--- src/rtl/salu_branch_unit.sv ---
// SOPP branch resolver: samples condition operands at issue, resolves taken/target
// one cycle later, and queues the result for the fetch unit in issue order.
module salu_branch_unit #(
  parameter int FIFO_DEPTH = 4,
  parameter int WFID_WIDTH = 6
) (
  input  logic                          clk,
  input  logic                          rst,
  input  logic                          issue_valid,
  output logic                          issue_ready,
  input  logic [WFID_WIDTH-1:0]         issue_wfid,
  input  logic [31:0]                   issue_pc,
  input  logic [15:0]                   issue_simm16,
  input  logic [5:0]                    branch_on_cc,
  input  logic                          scc_value,
  input  logic [63:0]                   vcc_value,
  input  logic [63:0]                   exec_value,
  output logic                          fetch_valid,
  input  logic                          fetch_ready,
  output logic [WFID_WIDTH-1:0]         fetch_wfid,
  output logic                          fetch_taken,
  output logic [31:0]                   fetch_target,
  output logic [$clog2(FIFO_DEPTH):0]   pending_count
);

  localparam int PW = $clog2(FIFO_DEPTH);
  localparam int CW = PW + 1;

  typedef struct packed {
    logic [WFID_WIDTH-1:0] wfid;
    logic                  taken;
    logic [31:0]           target;
  } entry_t;

  logic                  s1_valid_q, s1_valid_d;
  logic [WFID_WIDTH-1:0] s1_wfid_q,  s1_wfid_d;
  logic [31:0]           s1_pc_q,    s1_pc_d;
  logic [15:0]           s1_simm_q,  s1_simm_d;
  logic [5:0]            s1_cc_q,    s1_cc_d;
  logic                  s1_scc_q,   s1_scc_d;
  logic                  s1_vccz_q,  s1_vccz_d;
  logic                  s1_execz_q, s1_execz_d;

  entry_t                mem_q [FIFO_DEPTH];
  entry_t                mem_d [FIFO_DEPTH];
  logic [PW-1:0]         wr_ptr_q, wr_ptr_d;
  logic [PW-1:0]         rd_ptr_q, rd_ptr_d;
  logic [CW-1:0]         count_q,  count_d;

  logic                  accept;
  logic                  push;
  logic                  pop;
  logic                  s1_taken;
  logic [31:0]           s1_target;
  entry_t                head;

  // Flow control looks only at registered state, so the issue side never
  // depends combinationally on fetch_ready.
  always_comb begin
    pending_count = count_q + CW'(s1_valid_q);
    issue_ready   = (pending_count < CW'(FIFO_DEPTH));
    accept        = issue_valid & issue_ready & (branch_on_cc != 6'd0);
  end

  always_comb begin
    s1_valid_d = accept;
    s1_wfid_d  = s1_wfid_q;
    s1_pc_d    = s1_pc_q;
    s1_simm_d  = s1_simm_q;
    s1_cc_d    = s1_cc_q;
    s1_scc_d   = s1_scc_q;
    s1_vccz_d  = s1_vccz_q;
    s1_execz_d = s1_execz_q;
    if (accept) begin
      s1_wfid_d  = issue_wfid;
      s1_pc_d    = issue_pc;
      s1_simm_d  = issue_simm16;
      s1_cc_d    = branch_on_cc;
      s1_scc_d   = scc_value;
      s1_vccz_d  = (vcc_value == 64'd0);
      s1_execz_d = (exec_value == 64'd0);
    end
  end

  always_comb begin
    s1_taken  = (s1_cc_q == 6'h3F)
              | (s1_cc_q[0] & ~s1_scc_q)
              | (s1_cc_q[1] &  s1_scc_q)
              | (s1_cc_q[2] &  s1_vccz_q)
              | (s1_cc_q[3] & ~s1_vccz_q)
              | (s1_cc_q[4] &  s1_execz_q)
              | (s1_cc_q[5] & ~s1_execz_q);
    s1_target = s1_pc_q + 32'd4
              + (s1_taken ? {{14{s1_simm_q[15]}}, s1_simm_q, 2'b00} : 32'd0);
  end

  always_comb begin
    fetch_valid = (count_q != '0);
    push        = s1_valid_q;
    pop         = fetch_valid & fetch_ready;

    mem_d = mem_q;
    if (push) begin
      mem_d[wr_ptr_q].wfid   = s1_wfid_q;
      mem_d[wr_ptr_q].taken  = s1_taken;
      mem_d[wr_ptr_q].target = s1_target;
    end
    wr_ptr_d = wr_ptr_q + PW'(push);
    rd_ptr_d = rd_ptr_q + PW'(pop);
    count_d  = count_q + CW'(push) - CW'(pop);
  end

  always_comb begin
    head         = mem_q[rd_ptr_q];
    fetch_wfid   = head.wfid;
    fetch_taken  = head.taken;
    fetch_target = head.target;
  end

  // Storage is cleared on reset so the head outputs read as zero afterwards.
  always_ff @(posedge clk) begin
    if (rst) begin
      s1_valid_q <= 1'b0;
      s1_wfid_q  <= '0;
      s1_pc_q    <= '0;
      s1_simm_q  <= '0;
      s1_cc_q    <= '0;
      s1_scc_q   <= 1'b0;
      s1_vccz_q  <= 1'b0;
      s1_execz_q <= 1'b0;
      for (int unsigned i = 0; i < FIFO_DEPTH; i++) mem_q[i] <= '0;
      wr_ptr_q   <= '0;
      rd_ptr_q   <= '0;
      count_q    <= '0;
    end else begin
      s1_valid_q <= s1_valid_d;
      s1_wfid_q  <= s1_wfid_d;
      s1_pc_q    <= s1_pc_d;
      s1_simm_q  <= s1_simm_d;
      s1_cc_q    <= s1_cc_d;
      s1_scc_q   <= s1_scc_d;
      s1_vccz_q  <= s1_vccz_d;
      s1_execz_q <= s1_execz_d;
      mem_q      <= mem_d;
      wr_ptr_q   <= wr_ptr_d;
      rd_ptr_q   <= rd_ptr_d;
      count_q    <= count_d;
    end
  end

endmodule

--- config.mk ---
export PLATFORM = sky130hd
export DESIGN_NAME = salu_branch_unit
export DESIGN_NICKNAME = d
export VERILOG_FILES = /design/src/rtl/salu_branch_unit.sv
export SDC_FILE = /design/constraint.sdc
export NUM_CORES = 1
export LEC_CHECK = 0
export ABC_AREA = 1
export BUFFER_PORTS_ARGS = -buffer_cell sky130_fd_sc_hd__buf_2
export CORE_MARGIN = 2
export CORE_UTILIZATION = 50
export CTS_CLUSTER_DIAMETER = 40
export DETAILED_ROUTE_END_ITERATION = 7
export PLACE_DENSITY = 0.74
export SLEW_MARGIN = 20
export SYNTH_ARGS = -nofsm -noshare
export SYNTH_HDL_FRONTEND = slang
export SYNTH_SLANG_ARGS = --single-unit
export TNS_END_PERCENT = 30
--- constraint.sdc ---
create_clock -name clk -period 3.95 [get_ports clk]
set_input_delay 1.185 -clock clk [delete_from_list [all_inputs] [get_ports clk]]
set_output_delay 1.185 -clock clk [all_outputs]
set_load 0.03 [all_outputs]
==> impl_metrics.py <==
metrics = {
    "floorplan": {
        "dieArea_um2": 26300,
        "initial_core_util": 0.512,
        "die_x_um": 162,
        "dieHeight_um": 162,
        "row_count": 57,
        "coreArea_um2": 24500,
        "io_pins": 237,
    },
    "synth": {
        "synth-adder-area-share": 0.0646,
        "synth_top_family_by_area": "simple AND/OR/NAND/NOR gates",
        "synth_area_um2": 12500,
        "avgSynthCellArea_um2": 6.64,
        "synth_compound_area_frac": 0.162,
        "ys_warn_count": 0,
        "muxShareOfSynthArea": 0,
        "yosys.area_share.simple": 0.290,
        "syn_inst": 1885,
        "synth_cell_types": 37,
        "async_reset_ff_frac": 0,
        "synth_ff_type": "dfxtp_1",
        "synth_edf_count": 0,
        "syn-num-nets": 2142,
        "synthXorXnorAreaFrac": 0.0110,
        "yosysSeqAreaShare": 0.363,
        "synth_seq_cells": 227,
    },
    "layout": {
        "fin_nets": 2331,
        "regArea_um2": 4550,
        "multiInputGateArea_um2": 6610,
        "area_growth_pct": 17.8,
        "fill_cells": 2314,
        "diodes": 0,
        "drive_above_1_share": 0.156,
    },
    "drt": {
        "wl_um": 37200,
        "via_per_inst": 5.27,
        "post-route-drc-count": 0,
        "drt_iter0_drc": 1119,
        "ant_nets": 0,
        "dr.pass1.iters": 6,
        "via_count": 12745,
        "wl_per_cell_um": 15.4,
    },
    "timing": {
        "final-hold-violation-count": 0,
        "rsz0062_at_grt": "false",
        "clock.fmax_ghz": 0.267,
        "tns_ns": 0,
        "worst_pin_slew_ns": 1.03,
        "max_slew_margin": 0.313,
        "period_share": 0.947,
        "fin_skew_ns": 0.0234,
        "setup_viol": 0,
        "min_period_ns": 3.74,
        "final_max_slew_viol_count": 0,
    },
    "cts": {
        "post_cts_buffers": 0,
        "h-tree-depth": 1,
        "cts_tree": "yes",
        "cts.sinks": 227,
        "cts_buffer_depth": 3,
        "cts_hold_buf": 0,
        "path_clk_slew_ns": 0.05,
        "root_buffer": "clkbuf_16",
        "cts_buffers": 29,
        "clk_latency_ns": 0.56,
        "cts-resized-gates": 0,
    },
    "critical_path": {
        "r2r_start": "s1_cc_q[1]",
        "r2r_cells": 21,
        "end_kind": "output pin",
        "worstPathRequired_ns": 2.76,
        "startpoint_type": "flop",
        "cp-startpoint": "rd_ptr_q[1]",
        "cp_max_fo": 26,
        "worst-r2r-setup-slack_ns": 0.81,
        "path_class": "reg -> out",
        "cp_data_arrival_time_ns": 2.56,
        "r2r-end": "mem_q[144]",
    },
    "grt": {
        "grt_pass1_wl_um": 60100,
        "antenna_found_initial": 0,
        "grt-ovfl-total": 0,
        "grt_start_max_net_pins": 71,
        "grtUsageTotal": 0.280,
        "grt_pass1_vias": 12438,
    },
    "flow_run": {
        "max_cap_viol_count": 0,
    },
    "hold_path": {
        "min_delay_worst_endpoint": "s1_cc_q[4]",
        "min_from": "s1_cc_q[4]",
        "holdPathStages": 2,
        "hp-class": "reg -> reg",
    },
    "place": {
        "dp_hpwl_um": 26100,
        "gp_congestion": 0.987,
        "numPortBuffers": 236,
    },
    "power_and_ir_drop": {
        "p_comb_frac": 0.420,
        "p_total_mw": 8.97,
        "p_clk_frac": 0.270,
        "power.switching_mw": 3.85,
        "intPower_mw": 5.12,
        "p_sw_frac": 0.429,
        "ir_drop_mv": 0.504,
        "power_density_nw_per_um2": 608,
        "power_frac_seq": 0.310,
        "p_leak_nw": 7.84,
    },
    "outcome": {
        "status": "finished, final reports clean",
    },
}
cell usage in the layout (no fill, tap or decap), types with 5 or more instances in the layout:
cell type  count
a21o_1        10
buf_4         10
clkbuf_16     29
inv_2          6
ha_1          63
nand3_1      103
nand2_1      318
nand2_2        5
buf_12         6
nor2_1       383
o21ai_0      203
a21oi_1       48
o22ai_1       39
nand4_1       15
o21ai_1       10
xor2_1         8
dfxtp_1      226
o21a_1        36
o21bai_1      14
nor4_1        33
inv_1        238
buf_2        236
clkinv_2       9
nand3_2        6
worst max-delay path, cell delays in order, from the launching register on:
cell     delay [ns]
dfxtp_1        0.74
buf_4          0.45
o21ai_0        0.15
o22ai_1        0.37
buf_2          0.28
final cells by class:
cell class | instances | share of cell area
clock inverters | 15 | 0.00729
well taps | 324 | 0.0275
inverters | 247 | 0.0629
repair buffers | 252 | 0.0933
multi-input cells | 1317 | 0.448
flip-flops and latches | 227 | 0.308
clock buffers | 36 | 0.0530
worst max path at each step:
stage,to,depth (start not counted)
5_1_grt,fetch_target[17],4
2_1_floorplan,mem_q[109],22
4_1_cts,fetch_target[17],4
3_3_place_gp,mem_q[89],19
6_report,fetch_target[17],4
3_5_place_dp,mem_q[89],19
registers in the layout (all words and copies together) (netlist names):
| name | flops |
|---|---|
| count_q | 3 |
| mem_q | 156 |
| push | 1 |
| rd_ptr_q | 2 |
| s1_cc_q | 6 |
| s1_execz_q | 1 |
| s1_pc_q | 32 |
| s1_scc_q | 1 |
| s1_simm_q | 16 |
| s1_vccz_q | 1 |
| s1_wfid_q | 6 |
| wr_ptr_q | 2 |
cells by family (layout without fill, tap and decap cells):
| group | count (synthesis) | count (layout) |
|---|---|---|
| AO/OA/AOI/OAI | 364 | 364 |
| AND/OR/NAND/NOR | 875 | 875 |
| adder cells (fa/ha/maj) | 64 | 64 |
| XOR/XNOR | 14 | 14 |
| flip-flops | 227 | 227 |
| buffers and inverters | 341 | 550 |
power groups by stage:
stage | registers (mW) | clock network [mW] | logic (mW)
after global placement | 2.82 | 0 | 3.71
after detailed placement | 2.82 | 0 | 3.74
after floorplan | 2.74 | 0 | 2.69
after CTS | 2.78 | 2.46 | 3.76
final | 2.78 | 2.42 | 3.77
after global routing | 2.81 | 2.56 | 4.16
synth_stat cells (all sizes together) (4+ instances only):
cell type  count  area (um^2)
a21oi         48          240
xor2           8         70.1
nand2        323         1220
nor4          33          206
ha            63          788
o21ai        213         1070
nand4         15         93.8
nor2         388         1470
nand3        109          576
inv          245          920
o21bai        14          105
a21o          10         75.1
clkbuf        55          208
buf           39          234
dfxtp        227         4540
xnor2          6         67.6
o211ai         4         30.0
o22ai         39          244
o21a          36          270
per-layer routing:
layer,track usage,share of wire,wire length [um]
met2,0.500,0.47,17600
met1,0.337,0.42,15600
met5,0,0,0
met4,0.130,0.049,1840
met3,0.0327,0.060,2220
stage by stage:
step                hold WS [ns]  instances  setup slack (ns)   util  instance area (um^2)
floorplan                  0.429       1885              1.15      -                 12500
finish                     0.459       2418             0.210  0.603                 14800
CTS                        0.458       2418             0.285  0.603                 14800
global placement           0.442       2367             0.847  0.567                 13900
global route               0.485       2418             0.191  0.603                 14800
detailed placement         0.450       2367             0.849  0.567                 13900
Power figures use the tool's default switching activity.
